## src/rtl/pll_meas_array.sv

```systemverilog
// pll_meas_array: multi-channel event counter for PLL frequency checks.
// Each channel counts ch_tick strobes over a programmable window of
// avalon_clock cycles. The count is latched into RESULT[i] at the window end.
//
// state | meaning
// ------+---------------------------------------------------------------
// IDLE  | no window open; counters and ref hold; waiting for go
// RUN   | window open; ref counts elapsed cycles, live[i] counts ticks
module pll_meas_array #(
    parameter logic [31:0] ID     = 32'd1,
    parameter int          NUM_CH = 4,
    parameter int          CNT_W  = 32
) (
    input  logic              avalon_clock,
    input  logic              reset,
    input  logic [3:0]        address,
    input  logic              write,
    input  logic [31:0]       writedata,
    input  logic              read,
    output logic [31:0]       readdata,
    input  logic [NUM_CH-1:0] ch_tick,
    input  logic [NUM_CH-1:0] locked,
    output logic              irq
);

    localparam logic [3:0] ADDR_CTRL   = 4'd0;
    localparam logic [3:0] ADDR_WINDOW = 4'd1;
    localparam logic [3:0] ADDR_STATUS = 4'd2;
    localparam logic [3:0] ADDR_REF    = 4'd3;
    localparam logic [3:0] ADDR_ID     = 4'd4;
    localparam logic [3:0] ADDR_LOCKED = 4'd5;

    localparam logic [CNT_W-1:0] CNT_MAX   = '1;
    localparam logic [CNT_W-1:0] CNT_ONE   = {{(CNT_W-1){1'b0}}, 1'b1};
    localparam logic [31:0]      WIN_LIMIT = 32'((64'd1 << CNT_W) - 64'd1);

    typedef enum logic {
        IDLE = 1'b0,
        RUN  = 1'b1
    } state_t;

    state_t state_q;
    state_t state_d;

    logic [CNT_W-1:0]  window_q;
    logic [CNT_W-1:0]  window_shadow_q;
    logic [CNT_W-1:0]  ref_q;
    logic [CNT_W-1:0]  live_q    [NUM_CH];
    logic [CNT_W-1:0]  live_next [NUM_CH];
    logic [CNT_W-1:0]  result_q  [NUM_CH];
    logic              cont_q;
    logic              cont_run_q;
    logic              irq_en_q;
    logic              done_q;
    logic [NUM_CH-1:0] ovf_q;
    logic [NUM_CH-1:0] ovf_hit;
    logic [31:0]       rd_data;

    logic wr_ctrl;
    logic wr_window;
    logic wr_status;
    logic go_req;
    logic abort_req;
    logic start;
    logic run_step;
    logic window_end;
    logic busy;

    assign wr_ctrl   = write && (address == ADDR_CTRL);
    assign wr_window = write && (address == ADDR_WINDOW);
    assign wr_status = write && (address == ADDR_STATUS);
    // Abort wins over go when both bits are set in the same write.
    assign go_req    = wr_ctrl && writedata[0] && !writedata[3];
    assign abort_req = wr_ctrl && writedata[3];

    assign busy       = (state_q == RUN);
    assign run_step   = busy && !abort_req;
    assign window_end = busy && (ref_q == window_shadow_q);

    assign irq = done_q & irq_en_q;

    // State register.
    always_ff @(posedge avalon_clock or posedge reset) begin
        if (reset) begin
            state_q <= IDLE;
        end else begin
            state_q <= state_d;
        end
    end

    // Next-state logic; start pulses on the IDLE->RUN transition.
    always_comb begin
        state_d = state_q;
        start   = 1'b0;
        case (state_q)
            IDLE: begin
                if (go_req) begin
                    state_d = RUN;
                    start   = 1'b1;
                end
            end
            RUN: begin
                if (abort_req) begin
                    state_d = IDLE;
                end else if (window_end && !cont_run_q) begin
                    state_d = IDLE;
                end
            end
            default: state_d = IDLE;
        endcase
    end

    // Saturating next value of each live counter, including this cycle's tick.
    // ovf flags a counter that has reached its ceiling, because from there on
    // the count no longer reflects the true number of ticks.
    always_comb begin
        ovf_hit = '0;
        for (int i = 0; i < NUM_CH; i++) begin
            live_next[i] = live_q[i];
            if (ch_tick[i] && (live_q[i] != CNT_MAX)) begin
                live_next[i] = live_q[i] + CNT_ONE;
            end
            ovf_hit[i] = run_step && ch_tick[i] && (live_next[i] == CNT_MAX);
        end
    end

    // Window datapath: ref, live counters, result latch and run-time shadows.
    always_ff @(posedge avalon_clock or posedge reset) begin
        if (reset) begin
            ref_q           <= '0;
            window_shadow_q <= '0;
            cont_run_q      <= 1'b0;
            for (int i = 0; i < NUM_CH; i++) begin
                live_q[i]   <= '0;
                result_q[i] <= '0;
            end
        end else if (start) begin
            ref_q           <= CNT_ONE;
            window_shadow_q <= (window_q == '0) ? CNT_ONE : window_q;
            cont_run_q      <= writedata[1];
            for (int i = 0; i < NUM_CH; i++) begin
                live_q[i] <= '0;
            end
        end else if (run_step) begin
            if (window_end) begin
                for (int i = 0; i < NUM_CH; i++) begin
                    result_q[i] <= live_next[i];
                    live_q[i]   <= cont_run_q ? '0 : live_next[i];
                end
                if (cont_run_q) begin
                    ref_q <= CNT_ONE;
                end
            end else begin
                ref_q <= ref_q + CNT_ONE;
                for (int i = 0; i < NUM_CH; i++) begin
                    live_q[i] <= live_next[i];
                end
            end
        end
    end

    // Control and window configuration registers. Writes too large for the
    // window width clamp to the longest window rather than wrapping.
    always_ff @(posedge avalon_clock or posedge reset) begin
        if (reset) begin
            window_q <= '0;
            cont_q   <= 1'b0;
            irq_en_q <= 1'b0;
        end else begin
            if (wr_window) begin
                window_q <= (writedata > WIN_LIMIT) ? CNT_MAX : writedata[CNT_W-1:0];
            end
            if (wr_ctrl) begin
                cont_q   <= writedata[1];
                irq_en_q <= writedata[2];
            end
        end
    end

    // Sticky status flags; a window-end set beats a same-cycle STATUS clear.
    always_ff @(posedge avalon_clock or posedge reset) begin
        if (reset) begin
            done_q <= 1'b0;
            ovf_q  <= '0;
        end else begin
            if (run_step && window_end) begin
                done_q <= 1'b1;
            end else if (wr_status) begin
                done_q <= 1'b0;
            end
            ovf_q <= (wr_status ? '0 : ovf_q) | ovf_hit;
        end
    end

    // Read mux over the register map.
    always_comb begin
        rd_data = '0;
        case (address)
            ADDR_CTRL:   rd_data = {29'b0, irq_en_q, cont_q, busy};
            ADDR_WINDOW: rd_data = 32'(window_q);
            ADDR_STATUS: begin
                rd_data[9]        = busy;
                rd_data[NUM_CH:1] = ovf_q;
                rd_data[0]        = done_q;
            end
            ADDR_REF:    rd_data = 32'(ref_q);
            ADDR_ID:     rd_data = ID;
            ADDR_LOCKED: rd_data = 32'(locked);
            default: begin
                for (int i = 0; i < NUM_CH; i++) begin
                    if (address == 4'(8 + i)) begin
                        rd_data = 32'(result_q[i]);
                    end
                end
            end
        endcase
    end

    // Registered read data; holds its value between reads.
    always_ff @(posedge avalon_clock or posedge reset) begin
        if (reset) begin
            readdata <= '0;
        end else if (read) begin
            readdata <= rd_data;
        end
    end

endmodule

```

## config.mk

```make
export PLATFORM = sky130hd
export DESIGN_NAME = pll_meas_array
export DESIGN_NICKNAME = d
export VERILOG_FILES = /design/src/rtl/pll_meas_array.sv
export SDC_FILE = /design/constraint.sdc
export NUM_CORES = 1
export LEC_CHECK = 0
export CAP_MARGIN = 10
export CORE_AREA = 10 10 196 216
export CTS_BUF_LIST = sky130_fd_sc_hd__clkbuf_16
export CTS_CLUSTER_DIAMETER = 150
export DETAILED_ROUTE_END_ITERATION = 7
export DIE_AREA = 0 0 206 226
export MAX_ROUTING_LAYER = met4
export PLACE_DENSITY = 0.75
export SKIP_LAST_GASP = 1
export SLEW_MARGIN = 20
export SYNTH_ARGS = -nofsm -noshare
export SYNTH_HDL_FRONTEND = slang
export SYNTH_SLANG_ARGS = --single-unit
```

## constraint.sdc

```tcl
create_clock -name avalon_clock -period 21.8 [get_ports avalon_clock]
set_clock_uncertainty 0.05 [all_clocks]
set_input_delay 2.18 -clock avalon_clock [delete_from_list [all_inputs] [get_ports avalon_clock]]
set_output_delay 2.18 -clock avalon_clock [all_outputs]
set_load 0.05 [all_outputs]
```

==> results of run 1 <==
layout make-up:
class | instances | area, sq um
clock buffers | 45 | 1130
multi-input cells | 1696 | 10700
inverters | 24 | 97.6
clock inverters | 32 | 220
repair buffers | 99 | 943
flip-flops and latches | 393 | 9830
fillers | 3216 | 14300
well taps | 500 | 626
cells by family after synthesis:
family,count (synthesis),synth area share (%)
AOI/OAI and AO/OA,575,16.3
xor gates and xnor gates,157,6.47
adders and majority gates,5,0.294
buffers and inverters,194,3.57
DFF,393,46.2
muxes,117,7.72
and+or+nand+nor,842,19.4
state kept, by name, summed over array words and instances (netlist names), 4 cells and up:
register / cells
ref_q: 32
readdata: 32
result_q: 128
ovf_q: 4
window_q: 32
live_q: 128
window_shadow_q: 32
worst max-delay path, delay by kind of cell:
family / cells / cell delay [ps]
simple gates: 6 / 2060
compound gates: 2 / 460
buf+inv: 3 / 1620
power breakdown:
part           leakage [nW]  internal, mW  switching, mW  total, mW
combinational          3.58        0.0868          0.165      0.251
clock                 0.699         0.407          0.308      0.716
sequential             5.34         0.770         0.0567      0.827
total                  9.61          1.26          0.530       1.79
placed cells by master (no fill, tap or decap), drive strengths merged, types with 30 or more instances in the layout:
master	Yosys	routed
dfrtp	393	393
nand2	260	260
nor2	221	221
o21ai	206	206
a21oi	187	187
xnor2	85	85
clkdlybuf4s50	0	77
mux2	76	76
xor2	72	72
nand3	59	59
o31ai	54	54
nand4	49	49
and3	46	46
clkbuf	146	45
nor3	38	38
nor4	34	34
inv	24	33
mux4	30	30
how the worst max path moves through the flow:
stage | startpoint | end | cells after the start
6_report | address[2] | ref_q[31]$_DFFE_PP0P_ | 11
5_1_grt | address[2] | ref_q[10]$_DFFE_PP0P_ | 10
4_1_cts | address[2] | ref_q[29]$_DFFE_PP0P_ | 11
3_5_place_dp | address[2] | ref_q[29]$_DFFE_PP0P_ | 11
3_3_place_gp | address[2] | ref_q[10]$_DFFE_PP0P_ | 10
2_1_floorplan | reset | busy$_DFF_PP0_ | 1
routing by layer:
metal	GRT usage (%)	wire length [um]
met5	-	0
met2	44.4	30700
met1	37.7	27000
met4	13.1	3060
met3	3.63	4800
per-stage QoR:
| stage | power, mW | area (sq um) | cells |
|---|---|---|---|
| after floorplan | 0.989 | 21300 | 2283 |
| after global routing | 1.85 | 23600 | 2789 |
| after CTS | 1.80 | 23600 | 2789 |
| after global placement | 1.08 | 22200 | 2712 |
| final | 1.79 | 23600 | 2789 |
| after detailed placement | 1.09 | 22200 | 2712 |
==> results.md, run 1 <==
* CTS H-Tree Depth at 2
* Initial DRC Count at 2043
* FF-to-FF Start: ref_q[6]$_DFFE_PP0P_
* Vias post-DR at 18200
* Pins Over Slew Limit at 0
* FF-to-FF path depth at 8
* CTS clk-pin slew, worst paths at 60 ps
* Reg2Reg Capture Point: live_q[65]$_DFFE_PP0P_
* IO Port Bufs at 80
* Final Hold Fails at 0
* Synthesis-to-finish area growth at 10.8%
* GPL Wtd Cong at 0.952
* Most frequent cell after synthesis: dfrtp_1
* Leakage at 9.61 nW
* Synth area leaders: dfrtp_1 (46%), o21ai_0 (4.8%), nand2_1 (4.6%)
* Synth area leader: dfrtp_1
* Number of core rows at 75
* Critical Path Start Type: input pin
* Wirelength per Cell at 23.5 um
* Slowest cell on the critical path: clkdlybuf4s50_1
* Number of max-cap violations at 0
* Setup Crit Path Kind: input pin to flop
* Post-route ant nets at 0
* Crit path max fanout at 54
* Number of top-level pins at 81
* Total power density per cell area at 76.1 nW/um^2
* Yosys cell types at 78
* Final setup viols at 0
* GRT Total Usage at 28.9%
* Sequential share of the synthesized area at 46.2%
* CTS tree: done
* Outcome: complete, no violations
* Worst stage delay on the critical path at 790 ps
* Final core utilization at 62.2%
* Slew margin rel. at 25.5%
* Post-CTS setup buffers at 0
* Crit path setup slack, layout at 15900 ps
* Die Y at 226 um
* Synth cell count leaders: dfrtp_1 (393), nand2_1 (259), nor2_1 (220)
* Post-Syn Instances at 2283
* Skew-Pair Late Insertion Delay at 570 ps
* First-pass GRT wire length at 102000 um
* WP data required at 22230 ps
* DR pass1 iterations at 7
* Layout cell share with drive strength beyond 1 at 9.57%
* Yosys top cell area share at 46.2%
* Final worst path period share at 27.1%
* Clk root buf: clkbuf_16
* CTS max path bufs at 3
* Synthesized area at 21300 sq um
* CTS buffer count at 42
* Clock sinks at 393
* Worst R2R Setup Slack at 17560 ps
* Post-synth EDFFs at 0
* WP data arrival at 6340 ps
* Yosys warning total at 0
* Ys flop type: dfrtp_1
* Hold Buf Count CTS at 0
* Mapped Avg Cell Area at 9.32 sq um
* Fin nets at 2309
* Die X at 206 um
* Synth Net Count at 2336
* FMAX at 169 MHz
* DRC viols at 0
* Hold Crit Start: result_q[116]$_DFFE_PP0P_
* Unrepaired setup endpoints after global routing: no
* CP cell instances: clkdlybuf4s50_1, or4b_1, nor4_4, buf_4, nor2_4, buf_4, nor4b_1, o2111a_1, nand2_1, or3_1, a21oi_1
* Hold depth at 1
* Tightest Pin Transition at 1120 ps
* Hold WC Path Type: flop to flop
* Core area at 37900 sq um
* DR vias/cell at 6.51
* Post-Place Setup Slack at 15370 ps
* FFs w/ async S/R, synth at 100%
* DRT Wirelength at 65500 um
* Post-route setup TNS at 0 ps
* Synth Register Bits at 393
* Starting Density at 56.1%
* ANT cells at 0
* Die Footprint at 46600 sq um
* Count of cells resized by post-cts repair at 0
* Critical Path Most Common Cell: buf_4
* Largest net degree at the start of global routing at 251
* Initial antenna violation count at 0
* Total gr overflow at 0
* Hold endpoint: result_q[116]$_DFFE_PP0P_
* Peak supply drop at 0.0677 mV
* Final min period at 5900 ps
* Critical path capture point type: flop
* Post-DP HPWL at 46500 um
* Vias in the first global route at 17100
* Hold slack final at 464 ps
No activity file was read; power rests on OpenSTA's default activity.
==> run 2: changes to the inputs <==
Clock period 21.8 ns to 6 ns, I/O delays scaled along.
==> results.md, run 2 (same netlist as run 1, synthesis figures left out) <==
* DRC viols at 0
* Skew-Pair Late Insertion Delay at 560 ps
* DR vias/cell at 6.44
* DR pass1 iterations at 6
* Critical Path Start Type: flop
* Reg2Reg Capture Point: ref_q[30]$_DFFE_PP0P_
* FF-to-FF path depth at 10
* Top Registers: live_q (128), result_q (128)
* Vias in the first global route at 17000
* Clock sinks at 393
* FMAX at 241 MHz
* Layout cell share with drive strength beyond 1 at 9.63%
* GRT Total Usage at 28.6%
* Total gr overflow at 0
* Worst R2R Setup Slack at 1860 ps
* Pins Over Slew Limit at 0
* Synthesis-to-finish area growth at 11.6%
* Number of core rows at 75
* Crit path max fanout at 19
* WP data arrival at 4520 ps
* Final min period at 4140 ps
* Initial DRC Count at 2036
* Setup Crit Path Kind: flop to flop
* CTS max path bufs at 3
* Count of cells resized by post-cts repair at 0
* Post-route setup TNS at 0 ps
* Peak supply drop at 0.215 mV
* CTS buffer count at 43
* CTS clk-pin slew, worst paths at 60 ps
* Number of top-level pins at 81
* First-pass GRT wire length at 101000 um
* Starting Density at 56.1%
* Core area at 37900 sq um
* Final Hold Fails at 0
* Die Y at 226 um
* Commonest non-fill, non-tap cell in the layout: dfrtp_1
* CTS tree: done
* Final total power at 6.58 mW
* Hold WC Path Type: input pin to asynchronous set/reset pin
* WP data required at 6380 ps
* Number of max-cap violations at 0
* Outcome: complete, no violations
* Fin nets at 2317
* Hold Buf Count CTS at 0
* Tightest Pin Transition at 959 ps
* Clk root buf: clkbuf_16
* CTS H-Tree Depth at 2
* Initial antenna violation count at 2
* Wirelength per Cell at 23.3 um
* IO Port Bufs at 80
* Slew margin rel. at 35.7%
* Vias post-DR at 18000
* Die X at 206 um
* Largest net degree at the start of global routing at 181
* Total power density per cell area at 277 nW/um^2
* Unrepaired setup endpoints after global routing: no
* Critical path capture point type: flop
* Commonest non-fill, non-tap cells in the layout: dfrtp_1 (393), nand2_1 (259), nor2_1 (218)
* Post-CTS setup buffers at 0
* FF-to-FF Start: ref_q[6]$_DFFE_PP0P_
* Final setup viols at 0
* GPL Wtd Cong at 0.977
* Final worst path period share at 69.0%
* Die Footprint at 46600 sq um
* Leakage at 9.69 nW
* DRT Wirelength at 65200 um
* Post-DP HPWL at 46300 um
* Post-route ant nets at 0
-- run 2: worst max path at each step --
| stage | slack, ps | end | from | cells past startpoint |
|---|---|---|---|---|
| after global placement | 1680 | ref_q[27]$_DFFE_PP0P_ | address[3] | 10 |
| after CTS | 2100 | ref_q[30]$_DFFE_PP0P_ | ref_q[6]$_DFFE_PP0P_ | 10 |
| after detailed placement | 1620 | ref_q[27]$_DFFE_PP0P_ | address[3] | 10 |
| final | 1860 | ref_q[30]$_DFFE_PP0P_ | ref_q[6]$_DFFE_PP0P_ | 10 |
| after global routing | 1740 | ref_q[30]$_DFFE_PP0P_ | ref_q[6]$_DFFE_PP0P_ | 10 |
| after floorplan | 60 | busy$_DFF_PP0_ | reset | 1 |
-- run 2: layer usage --
metal / vias up / wire (um) / GRT usage (%)
li1: 8210 / - / -
met3: 119 / 4550 / 4.40
met4: 0 / 2470 / 11.0
met1: 8912 / 26400 / 35.9
met5: - / 0 / -
met2: 769 / 31700 / 46.0
-- run 2: stage by stage --
| stage | instances | instance area [sq um] | hold slack (ps) | utilization, % | setup WS [ps] |
|---|---|---|---|---|---|
| finish | 2798 | 23700 | 281 | 62.6 | 1860 |
| global route | 2798 | 23700 | 296 | 62.6 | 1740 |
| CTS | 2795 | 23700 | 271 | 62.5 | 2100 |
| detailed placement | 2718 | 22300 | 445 | 58.9 | 1620 |
| global placement | 2718 | 22300 | 438 | 58.9 | 1680 |
| floorplan | 2283 | 21300 | 393 | - | 62.1 |
-- run 2: worst max-delay path: stages, from the launching register on --
cell	delay, ps
dfrtp_1	500
xor2_1	210
nor4_1	730
nand4_1	380
or3_1	470
a21oi_1	170
buf_4	230
inv_1	250
nand2b_1	670
nand2b_1	240
o21ai_0	110
-- run 2: layout make-up --
| class | count | area, sq um |
|---|---|---|
| multi-input cells | 1696 | 10700 |
| clock buffers | 45 | 1130 |
| repair buffers | 106 | 1070 |
| clock inverters | 32 | 262 |
| flip-flops and latches | 393 | 9830 |
| diodes | 2 | 5.00 |
| well taps | 500 | 626 |
| inverters | 24 | 93.8 |
| fillers | 3186 | 14200 |
-- run 2: where the power goes --
| part | switching (mW) | internal (mW) | leakage, nW |
|---|---|---|---|
| combinational | 0.590 | 0.328 | 3.63 |
| clock | 1.10 | 1.56 | 0.715 |
| sequential | 0.201 | 2.80 | 5.34 |
| total | 1.89 | 4.69 | 9.69 |
